$ cat src/rtl/probe_window_if.sv
// CPU-side control and result bus of the logic-probe measurement window sequencer.
// The master drives requests and acknowledges; the slave (sequencer) returns DAC codes and results.
interface probe_window_if #(
    parameter int COUNTER_BITS = 24
) ();
    logic                    start;
    logic                    continuous;
    logic [4:0]              dac1_code_in;
    logic [4:0]              dac2_code_in;
    logic [4:0]              dac1_code;
    logic [4:0]              dac2_code;
    logic                    busy;
    logic                    result_valid;
    logic                    result_ack;
    logic                    overrun;
    logic [COUNTER_BITS-1:0] count_hi;
    logic [COUNTER_BITS-1:0] count_lo;
    logic [COUNTER_BITS-1:0] count_z;
    logic [COUNTER_BITS-1:0] count_edges;

    modport master (
        output start, continuous, dac1_code_in, dac2_code_in, result_ack,
        input  dac1_code, dac2_code, busy, result_valid, overrun,
        input  count_hi, count_lo, count_z, count_edges
    );

    modport slave (
        input  start, continuous, dac1_code_in, dac2_code_in, result_ack,
        output dac1_code, dac2_code, busy, result_valid, overrun,
        output count_hi, count_lo, count_z, count_edges
    );
endinterface

$ cat src/rtl/probe_window_ctrl.sv
// Measurement-window sequencer: sets DAC thresholds, waits for settling, then classifies
// synchronized comparator samples (hi/lo/Z) and rising edges over a fixed window.
module probe_window_ctrl #(
    parameter int PERIOD        = 12000000,
    parameter int COUNTER_BITS  = 24,
    parameter int SETTLE_CYCLES = 16,
    parameter int SETTLE_BITS   = 5
) (
    input  logic            clk,
    input  logic            reset,
    input  logic            comp_out_hi,
    input  logic            comp_out_lo,
    probe_window_if.slave   bus
);
    typedef enum logic [1:0] {
        ST_IDLE    = 2'd0,
        ST_SETTLE  = 2'd1,
        ST_MEASURE = 2'd2,
        ST_DONE    = 2'd3
    } state_t;

    localparam logic [COUNTER_BITS-1:0] WIN_LAST    = COUNTER_BITS'(PERIOD - 1);
    localparam logic [COUNTER_BITS-1:0] CNT_ZERO    = {COUNTER_BITS{1'b0}};
    localparam logic [COUNTER_BITS-1:0] CNT_ONE     = COUNTER_BITS'(1);
    localparam logic [COUNTER_BITS-1:0] CNT_MAX     = {COUNTER_BITS{1'b1}};
    localparam logic [SETTLE_BITS-1:0]  SETTLE_ZERO = {SETTLE_BITS{1'b0}};
    localparam logic [SETTLE_BITS-1:0]  SETTLE_ONE  = SETTLE_BITS'(1);
    // A cold start holds SETTLE one cycle longer than a between-window code change.
    localparam logic [SETTLE_BITS-1:0]  SETTLE_COLD = SETTLE_BITS'(SETTLE_CYCLES);
    localparam logic [SETTLE_BITS-1:0]  SETTLE_WARM = SETTLE_BITS'(SETTLE_CYCLES - 1);

    function automatic logic [COUNTER_BITS-1:0] sat_inc(input logic [COUNTER_BITS-1:0] value,
                                                       input logic en);
        logic [COUNTER_BITS-1:0] res;
        if (en && (value != CNT_MAX)) res = value + CNT_ONE;
        else                          res = value;
        return res;
    endfunction

    state_t                  state_r, state_next_s;
    logic                    hi_meta_r, hi_sync_r, lo_meta_r, lo_sync_r;
    logic [SETTLE_BITS-1:0]  settle_cnt_r;
    logic [COUNTER_BITS-1:0] win_cnt_r, wk_hi_r, wk_lo_r, wk_z_r, wk_edges_r;
    logic                    prev_hi_r;
    logic [4:0]              dac1_r, dac2_r;
    logic                    busy_r, valid_r, overrun_r;
    logic [COUNTER_BITS-1:0] count_hi_r, count_lo_r, count_z_r, count_edges_r;
    logic                    cls_hi_s, cls_lo_s, cls_z_s, edge_s;
    logic                    codes_same_s, enter_measure_s, latch_s;

    assign cls_hi_s     = hi_sync_r;
    assign cls_lo_s     = lo_sync_r & ~hi_sync_r;
    assign cls_z_s      = ~hi_sync_r & ~lo_sync_r;
    assign edge_s       = cls_hi_s & ~prev_hi_r;
    assign codes_same_s = (bus.dac1_code_in == dac1_r) && (bus.dac2_code_in == dac2_r);

    // Next-state decode plus window-start and result-latch strobes
    always_comb begin
        state_next_s    = state_r;
        enter_measure_s = 1'b0;
        latch_s         = 1'b0;
        case (state_r)
            ST_IDLE: begin
                if (bus.start) state_next_s = ST_SETTLE;
                else           state_next_s = ST_IDLE;
            end
            ST_SETTLE: begin
                if (settle_cnt_r == SETTLE_ZERO) begin
                    state_next_s    = ST_MEASURE;
                    enter_measure_s = 1'b1;
                end else begin
                    state_next_s = ST_SETTLE;
                end
            end
            ST_MEASURE: begin
                if (win_cnt_r == WIN_LAST) state_next_s = ST_DONE;
                else                       state_next_s = ST_MEASURE;
            end
            ST_DONE: begin
                latch_s = 1'b1;
                if (!bus.continuous) begin
                    state_next_s = ST_IDLE;
                end else if (codes_same_s) begin
                    state_next_s    = ST_MEASURE;
                    enter_measure_s = 1'b1;
                end else begin
                    state_next_s = ST_SETTLE;
                end
            end
            default: state_next_s = ST_IDLE;
        endcase
    end

    // State register
    always_ff @(posedge clk) begin
        if (reset) state_r <= ST_IDLE;
        else       state_r <= state_next_s;
    end

    // Two-flop synchronizers for the asynchronous comparator outputs
    always_ff @(posedge clk) begin
        if (reset) begin
            hi_meta_r <= 1'b0;
            hi_sync_r <= 1'b0;
            lo_meta_r <= 1'b0;
            lo_sync_r <= 1'b0;
        end else begin
            hi_meta_r <= comp_out_hi;
            hi_sync_r <= hi_meta_r;
            lo_meta_r <= comp_out_lo;
            lo_sync_r <= lo_meta_r;
        end
    end

    // DAC code latch points and settle countdown
    always_ff @(posedge clk) begin
        if (reset) begin
            dac1_r       <= 5'd0;
            dac2_r       <= 5'd0;
            settle_cnt_r <= SETTLE_ZERO;
        end else if ((state_r == ST_IDLE) && bus.start) begin
            dac1_r       <= bus.dac1_code_in;
            dac2_r       <= bus.dac2_code_in;
            settle_cnt_r <= SETTLE_COLD;
        end else if ((state_r == ST_DONE) && bus.continuous) begin
            dac1_r       <= bus.dac1_code_in;
            dac2_r       <= bus.dac2_code_in;
            settle_cnt_r <= SETTLE_WARM;
        end else if ((state_r == ST_SETTLE) && (settle_cnt_r != SETTLE_ZERO)) begin
            settle_cnt_r <= settle_cnt_r - SETTLE_ONE;
        end
    end

    // Working counters: cleared on window entry, one sample per MEASURE cycle
    always_ff @(posedge clk) begin
        if (reset || enter_measure_s) begin
            win_cnt_r  <= CNT_ZERO;
            wk_hi_r    <= CNT_ZERO;
            wk_lo_r    <= CNT_ZERO;
            wk_z_r     <= CNT_ZERO;
            wk_edges_r <= CNT_ZERO;
            prev_hi_r  <= 1'b0;
        end else if (state_r == ST_MEASURE) begin
            win_cnt_r  <= sat_inc(win_cnt_r, 1'b1);
            wk_hi_r    <= sat_inc(wk_hi_r, cls_hi_s);
            wk_lo_r    <= sat_inc(wk_lo_r, cls_lo_s);
            wk_z_r     <= sat_inc(wk_z_r, cls_z_s);
            wk_edges_r <= sat_inc(wk_edges_r, edge_s);
            prev_hi_r  <= cls_hi_s;
        end
    end

    // Result latch, valid/ack handshake and overrun; a latch beats a coincident ack
    always_ff @(posedge clk) begin
        if (reset) begin
            busy_r        <= 1'b0;
            valid_r       <= 1'b0;
            overrun_r     <= 1'b0;
            count_hi_r    <= CNT_ZERO;
            count_lo_r    <= CNT_ZERO;
            count_z_r     <= CNT_ZERO;
            count_edges_r <= CNT_ZERO;
        end else begin
            busy_r <= (state_next_s != ST_IDLE);
            if (latch_s) begin
                count_hi_r    <= wk_hi_r;
                count_lo_r    <= wk_lo_r;
                count_z_r     <= wk_z_r;
                count_edges_r <= wk_edges_r;
                valid_r       <= 1'b1;
                if (valid_r && !bus.result_ack) overrun_r <= 1'b1;
                else if (bus.result_ack)        overrun_r <= 1'b0;
            end else if (valid_r && bus.result_ack) begin
                valid_r   <= 1'b0;
                overrun_r <= 1'b0;
            end
        end
    end

    assign bus.dac1_code    = dac1_r;
    assign bus.dac2_code    = dac2_r;
    assign bus.busy         = busy_r;
    assign bus.result_valid = valid_r;
    assign bus.overrun      = overrun_r;
    assign bus.count_hi     = count_hi_r;
    assign bus.count_lo     = count_lo_r;
    assign bus.count_z      = count_z_r;
    assign bus.count_edges  = count_edges_r;
endmodule
$ cat src/flat_wrapper.sv
// flat-port wrapper written by rule: the top's interface ports become plain ports
module probe_window_ctrl_flat 
#(
    parameter int PERIOD        = 12000000,
    parameter int COUNTER_BITS  = 24,
    parameter int SETTLE_CYCLES = 16,
    parameter int SETTLE_BITS   = 5
)
  (clk, reset, comp_out_hi, comp_out_lo, bus_start, bus_continuous, bus_dac1_code_in, bus_dac2_code_in, bus_result_ack, bus_dac1_code, bus_dac2_code, bus_busy, bus_result_valid, bus_overrun, bus_count_hi, bus_count_lo, bus_count_z, bus_count_edges);
  probe_window_if #(.COUNTER_BITS(COUNTER_BITS)) bus_i ();
  input  logic clk;
  input  logic reset;
  input  logic comp_out_hi;
  input  logic comp_out_lo;
  input wire logic [$bits(bus_i.start)-1:0] bus_start;
  input wire logic [$bits(bus_i.continuous)-1:0] bus_continuous;
  input wire logic [$bits(bus_i.dac1_code_in)-1:0] bus_dac1_code_in;
  input wire logic [$bits(bus_i.dac2_code_in)-1:0] bus_dac2_code_in;
  input wire logic [$bits(bus_i.result_ack)-1:0] bus_result_ack;
  output wire logic [$bits(bus_i.dac1_code)-1:0] bus_dac1_code;
  output wire logic [$bits(bus_i.dac2_code)-1:0] bus_dac2_code;
  output wire logic [$bits(bus_i.busy)-1:0] bus_busy;
  output wire logic [$bits(bus_i.result_valid)-1:0] bus_result_valid;
  output wire logic [$bits(bus_i.overrun)-1:0] bus_overrun;
  output wire logic [$bits(bus_i.count_hi)-1:0] bus_count_hi;
  output wire logic [$bits(bus_i.count_lo)-1:0] bus_count_lo;
  output wire logic [$bits(bus_i.count_z)-1:0] bus_count_z;
  output wire logic [$bits(bus_i.count_edges)-1:0] bus_count_edges;
  assign bus_i.start = bus_start;
  assign bus_i.continuous = bus_continuous;
  assign bus_i.dac1_code_in = bus_dac1_code_in;
  assign bus_i.dac2_code_in = bus_dac2_code_in;
  assign bus_i.result_ack = bus_result_ack;
  assign bus_dac1_code = bus_i.dac1_code;
  assign bus_dac2_code = bus_i.dac2_code;
  assign bus_busy = bus_i.busy;
  assign bus_result_valid = bus_i.result_valid;
  assign bus_overrun = bus_i.overrun;
  assign bus_count_hi = bus_i.count_hi;
  assign bus_count_lo = bus_i.count_lo;
  assign bus_count_z = bus_i.count_z;
  assign bus_count_edges = bus_i.count_edges;
  probe_window_ctrl #(.PERIOD(PERIOD), .COUNTER_BITS(COUNTER_BITS), .SETTLE_CYCLES(SETTLE_CYCLES), .SETTLE_BITS(SETTLE_BITS)) u_core (.clk(clk), .reset(reset), .comp_out_hi(comp_out_hi), .comp_out_lo(comp_out_lo), .bus(bus_i));
endmodule
$ cat config.mk
export PLATFORM = sky130hd
export DESIGN_NAME = probe_window_ctrl_flat
export DESIGN_NICKNAME = d
export VERILOG_FILES = /design/src/rtl/probe_window_if.sv /design/src/rtl/probe_window_ctrl.sv /design/src/flat_wrapper.sv
export SDC_FILE = /design/constraint.sdc
export NUM_CORES = 1
export LEC_CHECK = 0
export ABC_CLOCK_PERIOD_IN_PS = 2800
export CELL_PAD_IN_SITES_DETAIL_PLACEMENT = 0
export CELL_PAD_IN_SITES_GLOBAL_PLACEMENT = 1
export CORE_MARGIN = 2
export CORE_UTILIZATION = 42
export DETAILED_ROUTE_END_ITERATION = 8
export HOLD_SLACK_MARGIN = 0.15
export PLACE_DENSITY = 0.84
export SLEW_MARGIN = 15
export SYNTH_ARGS = -nofsm -noshare
export SYNTH_HDL_FRONTEND = slang
export SYNTH_SLANG_ARGS = --single-unit
$ cat constraint.sdc
create_clock -name clk -period 2.8 [get_ports clk]
set_input_delay 0.7 -clock clk [delete_from_list [all_inputs] [get_ports clk]]
set_output_delay 0.7 -clock clk [all_outputs]
set_load 0.02 [all_outputs]
==> impl_metrics.toml, run 1 <==
[worst_setup_path]
crit_path_frequent_cell = "and4_1"
crit_path_max_fanout = 30
crit_chain = "ha_1, and4_1, and4_1, a21o_1, or4_1, a21oi_1"
cp_slowest_cell = "or4_1"
critical_path_class = "register to register"
cp-end-kind = "register"
cp_slowest_stage_delay_ps = 610
arrival_ps = 2920
cp-start-kind = "register"
critPathRequiredTime_ps = 3240

[floorplanning]
die_area_um2 = 25900
rows = 57
die_w_um = 161
io_pins = 126
start_util = 0.427
die_h_um = 161
core-area_um2 = 24200

[clocking]
cts_sinks = 241
ctsResizeCount = 0
clkLatencyLatePin_ps = 520
hold_buffers = 0
clock-root-buffer = "clkbuf_16"
cts_tree = "yes"
cts_setup_buffers = 0
htree_levels = 1
path_clk_slew_ps = 60
cts_made_buffers = 25
cts_buffer_depth = 3

[logic_synthesis]
syn-cell-area_um2 = 10400
syn_inst = 1250
syn_nets = 1274
ys_warn_count = 0
synth_area_leaders = "dfxtp_1 47%, nand2_1 8.8%, a21oi_1 8.5%, xnor2_1 4.6%, nor2_1 3.4%"
synth_cell_types = 61
async_reset_ff_frac = 0
yosysSeqAreaShare = 0.466
synth_seq_cells = 241
dominantRegCellSynth = "dfxtp_1"
avgSynthCellArea_um2 = 8.29
synth_top_cell_by_area = "dfxtp_1"
synth-edff-count = 0
synth.top_cell.area_share = 0.466

[layout]
final_util = 0.525
area_growth_pct = 22.9
layout_common_cells = "241 x dfxtp_1, 240 x nand2_1, 175 x a21oi_1"
fin_cells = 1695
nNetsFinal = 1380
finalInstanceArea_um2 = 12700
final_common_cell = "dfxtp_1"
drive_gt1_frac = 0.0635
antenna-diode-count = 0

[timing]
layout_min_cycle_time_ps = 2480
fmax_mhz = 403
rsz0062_at_grt = "no"
finalSetupViolations = 0
slew_headroom = 0.320
drv_slew = 0
finClkSkew_ps = 12.4
finalCritPeriodShare = 0.887
worst_pin_slew_ps = 1020
hold_viol = 0
setup-tns-final_ps = 0

[grt]
grt_max_degree = 99
gr-total-overflow = 0
grt_usage = 0.185
antenna_found_initial = 0
grt_pass1_vias = 8191
grt_pass1_wl_um = 41100

[detailed_routing]
postRouteAntennaNets = 0
wl_per_cell_um = 14.5
dr.pass1.iters = 5
vias = 9031
wl_um = 24500
drc = 0
drtIter0Drc = 554
viasPerCell = 5.33

[power_and_ir_drop]
powerDensity_nw_per_um2 = 586
peakVddDrop_mv = 0.342
net-switching-power_w = 0.00183
power_frac_seq = 0.474
p_leak_nw = 4.05
comb_power_share = 0.096
clock_power_share = 0.430
p_int_w = 0.00563
swShare = 0.246

[hold_path]
hold_path.class = "register to register"

[flow_run]
maxCapViolCount = 0

[place]
port_buffers = 125
dpl.cell_count = 1653
placed_area_um2 = 12000
gp_congestion = 0.806
dp_hpwl_um = 16300

[outcome]
outcome = "finished, final reports clean"
## flip-flops by register name (all words and copies together), names as in the netlist, 2 cells and up
| name | cells |
|---|---|
| u_core.wk_lo_r | 24 |
| u_core.state_r | 2 |
| u_core.wk_edges_r | 24 |
| u_core.bus.dac2_code | 5 |
| u_core.bus.count_hi | 24 |
| u_core.settle_cnt_r | 5 |
| u_core.win_cnt_r | 24 |
| u_core.bus.count_edges | 24 |
| u_core.bus.dac1_code | 5 |
| u_core.wk_z_r | 24 |
| u_core.bus.count_z | 24 |
| u_core.wk_hi_r | 24 |
| u_core.bus.count_lo | 24 |
## layout make-up
type                    count  area [µm²]
clock buffers              37         731
fillers                  2355       11500
flip-flops and latches    241        4820
clock inverters             5        50.0
repair buffers            152        1480
well taps                 324         405
inverters                  17        63.8
multi-input cells         919        5180
## logic make-up (layout without fill, tap and decap cells)
logic type                 Yosys count  count (layout)  share of synthesized area
adders and majority gates            7               7                    0.00845
muxes                               14              14                     0.0135
buffers and inverters               90             211                     0.0367
xor gates and xnor gates            77              77                     0.0651
DFF                                241             241                      0.466
AOI/OAI and AO/OA                  258             258                      0.141
and+or+nand+nor                    563             563                      0.269
## power groups by stage
stage / sequential (W) / combinational, W / clock [W]
floorplan: 0.00363 / 0.000461 / 0
global placement: 0.00361 / 0.000725 / 0
detailed placement: 0.00361 / 0.000723 / 0
CTS: 0.00354 / 0.000727 / 0.00330
global route: 0.00354 / 0.000792 / 0.00342
finish: 0.00354 / 0.000715 / 0.00321
## stage by stage
stage	hold slack, ps	worst slack, ps	power, W
final	452	316	0.00746
after detailed placement	437	105	0.00434
after CTS	454	336	0.00756
after global routing	464	127	0.00776
after global placement	429	85.2	0.00434
after floorplan	414	583	0.00409
## path summary, 6_finish.rpt
path / from / to / slack [ps] / cells after the start
worst min-delay path: u_core.bus.count_hi[12]$_SDFFE_PP0P_ / u_core.bus.count_hi[12]$_SDFFE_PP0P_ / 450 / 2
worst max-delay path: u_core.wk_edges_r[0]$_SDFFE_PP0P_ / u_core.wk_edges_r[11]$_SDFFE_PP0P_ / 320 / 6
worst min register to register: u_core.bus.count_hi[12]$_SDFFE_PP0P_ / u_core.bus.count_hi[12]$_SDFFE_PP0P_ / 450 / 2
worst max register to register: u_core.wk_edges_r[0]$_SDFFE_PP0P_ / u_core.wk_edges_r[11]$_SDFFE_PP0P_ / 320 / 6
## synth_stat cells, drive strengths merged, types with 3 or more instances
master and count:
nor4b 5, nand4 42, or2 3, and2 9, buf 9, nor2b 5, a31o 4, dfxtp 241
xor2 22, or4 30, a31oi 3, o21ai 20, nand2 242, nand3 35, or4b 4, nor4 18
inv 17, xnor2 55, nor4bb 3, nor3 13, or3 21, and3 15, ha 7, nor2 93
and4 16, a21oi 176, clkbuf 64, mux2i 14, a211oi 14, o31ai 27
## metal layers
layer	vias to the layer above	global-route usage	wire (µm)
met5	-	0	0
met4	0	0.0369	388
met3	31	0.0331	1100
met2	153	0.298	11000
met1	4228	0.263	12000
li1	4619	-	-
## critical path: cells and delay by family (launching register included)
kind | cells | cell delay [ps]
simple gates | 3 | 1090
compound gates | 2 | 630
flops | 1 | 380
fa+ha+maj | 1 | 290
(Power assumes the default switching activity.)
==> inputs of run 2 (changes only) <==
--- a/config.mk
+++ b/config.mk
@@ -10,9 +10,11 @@
 export CELL_PAD_IN_SITES_GLOBAL_PLACEMENT = 1
 export CORE_MARGIN = 2
 export CORE_UTILIZATION = 42
+export CTS_BUF_LIST = sky130_fd_sc_hd__clkbuf_4 sky130_fd_sc_hd__clkbuf_8 sky130_fd_sc_hd__clkbuf_16
 export DETAILED_ROUTE_END_ITERATION = 8
 export HOLD_SLACK_MARGIN = 0.15
 export PLACE_DENSITY = 0.84
+export SKIP_CTS_REPAIR_TIMING = 1
 export SLEW_MARGIN = 15
 export SYNTH_ARGS = -nofsm -noshare
 export SYNTH_HDL_FRONTEND = slang
==> run 2 against run 1 <==
Compared with the run above:
- global-route usage is essentially flat
- clock skew is 0.72 ps higher
- combinational power barely moved
- non-clock buffer count did not move
- largest cell class unchanged
- wire length rose by 0.31%
- setup slack is essentially flat
- via count is 0.11% higher
- critical endpoint unchanged
- final area grew 0.18%
- sequential power hardly changed
- highest routed layer unchanged
- sequential share of layout area decreased by 0.067 points
- utilization grew 0.093 points
==> impl_metrics.toml, run 2 (synthesis gave the netlist of run 1 again) <==
[outcome]
outcome = "finished, final reports clean"

[timing]
hold_viol = 0
finalSetupViolations = 0
layout_min_cycle_time_ps = 2480
drv_slew = 0
fmax_mhz = 403
finalCritPeriodShare = 0.887
worst_pin_slew_ps = 1030
rsz0062_at_grt = "no"
finClkSkew_ps = 13.1
setup-tns-final_ps = 0
slew_headroom = 0.314

[clocking]
htree_levels = 1
cts_buffer_depth = 3
clkLatencyLatePin_ps = 520
cts_tree = "yes"
clock-root-buffer = "clkbuf_16"
cts_sinks = 241
path_clk_slew_ps = 60
cts_made_buffers = 25

[power_and_ir_drop]
swShare = 0.244
p_int_w = 0.00569
p_leak_nw = 4.07
power_w = 0.00752
net-switching-power_w = 0.00184
power_frac_seq = 0.470
peakVddDrop_mv = 0.343
comb_power_share = 0.095
clock_power_share = 0.434
powerDensity_nw_per_um2 = 590

[worst_setup_path]
arrival_ps = 2930
cp-end-kind = "register"
crit_path_max_fanout = 30
r2r_setup_slack_ps = 320
reg2regPathDepth = 6
critical_path_class = "register to register"
critPathRequiredTime_ps = 3240
cp-start-kind = "register"

[detailed_routing]
vias = 9041
wl_per_cell_um = 14.5
wl_um = 24600
drc = 0
drtIter0Drc = 492
postRouteAntennaNets = 0
dr.pass1.iters = 5
viasPerCell = 5.33

[layout]
drive_gt1_frac = 0.0678
layout_common_cells = "241 x dfxtp_1, 240 x nand2_1, 175 x a21oi_1"
finalInstanceArea_um2 = 12800
area_growth_pct = 23.2
final_util = 0.526
fin_cells = 1695
antenna-diode-count = 0
final_common_cell = "dfxtp_1"
nNetsFinal = 1380

[grt]
grt_pass1_wl_um = 41100
grt_usage = 0.186
gr-total-overflow = 0
grt_pass1_vias = 8193
grt_max_degree = 99
antenna_found_initial = 0

[floorplanning]
die_w_um = 161
core-area_um2 = 24200
start_util = 0.427
io_pins = 126
die_h_um = 161
die_area_um2 = 25900
rows = 57

[place]
port_buffers = 125
gp_congestion = 0.806
dp_hpwl_um = 16300
placed_area_um2 = 12000
dpl.cell_count = 1653

[hold_path]
hold_path.class = "register to register"
holdPathStages = 2

[flow_run]
maxCapViolCount = 0
## run 2: cell counts in the layout (fill, tap and decap cells not counted)
Identical to the previous run, type by type.
## run 2: power by group through the flow
stage | clock network, W | registers (W) | logic, W
3_5_place_dp | 0 | 0.00361 | 0.000723
4_1_cts | 0.00335 | 0.00354 | 0.000727
5_1_grt | 0.00348 | 0.00354 | 0.000793
6_report | 0.00327 | 0.00354 | 0.000717
3_3_place_gp | 0 | 0.00361 | 0.000725
2_1_floorplan | 0 | 0.00363 | 0.000461
## run 2: per-stage QoR
step,hold slack (ps),setup WS [ps]
2_1_floorplan,414,583
3_3_place_gp,429,85.2
3_5_place_dp,437,105
4_1_cts,454,336
5_1_grt,464,127
6_report,452,316
## run 2: critical path, stage by stage (launching register included)
cell and delay, ps:
dfxtp_1 380, ha_1 290, and4_1 230, and4_1 250, a21o_1 470, or4_1 610
a21oi_1 160
## run 2: path summary, 6_finish.rpt
kind	startpoint	endpoint
max	u_core.wk_edges_r[0]$_SDFFE_PP0P_	u_core.wk_edges_r[11]$_SDFFE_PP0P_
min	u_core.bus.count_hi[12]$_SDFFE_PP0P_	u_core.bus.count_hi[12]$_SDFFE_PP0P_
max reg2reg	u_core.wk_edges_r[0]$_SDFFE_PP0P_	u_core.wk_edges_r[11]$_SDFFE_PP0P_
min reg2reg	u_core.bus.count_hi[12]$_SDFFE_PP0P_	u_core.bus.count_hi[12]$_SDFFE_PP0P_
## run 2: routing by layer
metal | track usage | vias up | part of all wire
li1 | - | 4618 | -
met1 | 0.264 | 4248 | 0.49
met2 | 0.298 | 144 | 0.45
met3 | 0.0331 | 31 | 0.043
met4 | 0.0369 | 0 | 0.016
met5 | 0 | - | 0
## run 2: final cells by class
cell class | count | area, µm²
clock buffers | 37 | 753
clock inverters | 5 | 50.0
fillers | 2352 | 11500
inverters | 17 | 63.8
multi-input cells | 919 | 5180
flip-flops and latches | 241 | 4820
well taps | 324 | 405
repair buffers | 152 | 1480
==> inputs of run 3 (changes only) <==
--- a/config.mk
+++ b/config.mk
@@ -9,11 +9,11 @@
 export CELL_PAD_IN_SITES_DETAIL_PLACEMENT = 0
 export CELL_PAD_IN_SITES_GLOBAL_PLACEMENT = 1
 export CORE_MARGIN = 2
-export CORE_UTILIZATION = 42
-export CTS_BUF_LIST = sky130_fd_sc_hd__clkbuf_4 sky130_fd_sc_hd__clkbuf_8 sky130_fd_sc_hd__clkbuf_16
+export CORE_UTILIZATION = 43
+export CTS_BUF_LIST = sky130_fd_sc_hd__clkbuf_4
 export DETAILED_ROUTE_END_ITERATION = 8
 export HOLD_SLACK_MARGIN = 0.15
-export PLACE_DENSITY = 0.84
+export PLACE_DENSITY = 0.86
 export SKIP_CTS_REPAIR_TIMING = 1
 export SLEW_MARGIN = 15
 export SYNTH_ARGS = -nofsm -noshare
==> run 3 against run 2 <==
Compared with the run above:
- wire length up 1.5%
- maximum frequency up 1.4%
- clock-buffer cell count up 65
- register-to-register slack better by 30 ps
- die area down 2.3%
- flip-flop and latch count unchanged
- non-clock buffer count down 1
- utilization up 1.6 points
- critical path depth unchanged
- final area about the same
- sequential power about the same
- clock power down 6%
- largest cell class unchanged
- highest routed layer unchanged
==> impl_metrics.toml, run 3 (synthesis gave the netlist of run 1 again) <==
[hold_path]
hold_path.class = "register to register"
min_from = "u_core.hi_meta_r$_SDFF_PP0_"

[grt]
grt_pass1_wl_um = 42300
grt_max_degree = 99
grt_pass1_vias = 8945
antenna_found_initial = 1
gr-total-overflow = 0
grt_usage = 0.195

[power_and_ir_drop]
p_int_w = 0.00540
power_frac_seq = 0.481
comb_power_share = 0.099
net-switching-power_w = 0.00195
clock_power_share = 0.420
powerDensity_nw_per_um2 = 575
peakVddDrop_mv = 0.270
swShare = 0.266
p_leak_nw = 4.15

[clocking]
clock-root-buffer = "clkbuf_4"
cts_tree = "yes"
path_clk_slew_ps = 70
cts_buffer_depth = 3
cts_sinks = 241
clkLatencyLatePin_ps = 670
htree_levels = 3
cts_made_buffers = 68

[layout]
layout_common_cells = "241 x dfxtp_1, 240 x nand2_1, 175 x a21oi_1"
area_growth_pct = 23.2
finalInstanceArea_um2 = 12800
nNetsFinal = 1422
fin_cells = 1761
final_common_cell = "dfxtp_1"
final_util = 0.542
drive_gt1_frac = 0.108

[timing]
hold_viol = 0
rsz0062_at_grt = "no"
slew_headroom = 0.302
layout_min_cycle_time_ps = 2450
finalSetupViolations = 0
fin_hold_ws_ps = 436
drv_slew = 0
finalCritPeriodShare = 0.875
fmax_mhz = 408
finClkSkew_ps = 43.3
setup-tns-final_ps = 0
worst_pin_slew_ps = 1050

[detailed_routing]
wl_um = 25000
vias = 9329
drc = 0
postRouteAntennaNets = 0
drtIter0Drc = 485
dr.pass1.iters = 5
wl_per_cell_um = 14.2
viasPerCell = 5.30

[place]
dp_hpwl_um = 16400
port_buffers = 125
placed_area_um2 = 12000
dpl.cell_count = 1647
gp_congestion = 0.795

[worst_setup_path]
cp-start-kind = "register"
arrival_ps = 3020
r2r_start = "u_core.win_cnt_r[1]$_SDFFE_PP0P_"
critical_path_class = "register to register"
crit_path_start = "u_core.win_cnt_r[1]$_SDFFE_PP0P_"
crit_path_max_fanout = 7
cp-end-kind = "register"
critPathRequiredTime_ps = 3370

[flow_run]
maxCapViolCount = 0

[floorplanning]
die_area_um2 = 25400
core-area_um2 = 23500
die_h_um = 159
start_util = 0.440
die_w_um = 159
io_pins = 126
rows = 56

[outcome]
outcome = "finished, final reports clean"
## run 3: worst paths after layout
| path | endpoint | cells past startpoint | slack [ps] |
|---|---|---|---|
| worst max-delay path | u_core.win_cnt_r[22]$_SDFFE_PP0P_ | 6 | 350 |
| worst min-delay path | u_core.cls_hi_s$_SDFF_PP0_ | 1 | 440 |
| worst max register to register | u_core.win_cnt_r[22]$_SDFFE_PP0P_ | 6 | 350 |
| worst min register to register | u_core.cls_hi_s$_SDFF_PP0_ | 1 | 440 |
## run 3: area by class of cell
| type | instances | area, µm² |
|---|---|---|
| well taps | 319 | 399 |
| repair buffers | 151 | 1480 |
| clock buffers | 102 | 766 |
| diodes | 1 | 2.50 |
| flip-flops and latches | 241 | 4820 |
| clock inverters | 11 | 45.0 |
| inverters | 17 | 63.8 |
| multi-input cells | 919 | 5180 |
| fillers | 2303 | 10800 |
## run 3: metal layers
layer / track usage / part of all wire / vias to the layer above
met1: 0.246 / 0.47 / 4333
met5: 0 / 0 / -
met2: 0.317 / 0.46 / 204
met3: 0.0495 / 0.054 / 51
met4: 0.0818 / 0.023 / 0
li1: - / - / 4741
## run 3: worst max-delay path: stages, from the launching register on
cell and delay [ps]:
dfxtp_1 400, ha_1 240, nand2_1 120, or4_4 450, or4b_1 660, or3_1 360, a21oi_1 140
## run 3: stage by stage
stage	total power, W	worst slack [ps]
global route	0.00772	189
global placement	0.00433	135
detailed placement	0.00434	93.2
CTS	0.00747	366
floorplan	0.00409	583
finish	0.00735	351
## run 3: power groups by stage
stage | combinational (W) | clock, W | sequential (W)
after floorplan | 0.000461 | 0 | 0.00363
after global placement | 0.000725 | 0 | 0.00361
after detailed placement | 0.000733 | 0 | 0.00361
after CTS | 0.000736 | 0.00320 | 0.00353
after global routing | 0.000804 | 0.00338 | 0.00354
final | 0.000726 | 0.00309 | 0.00353
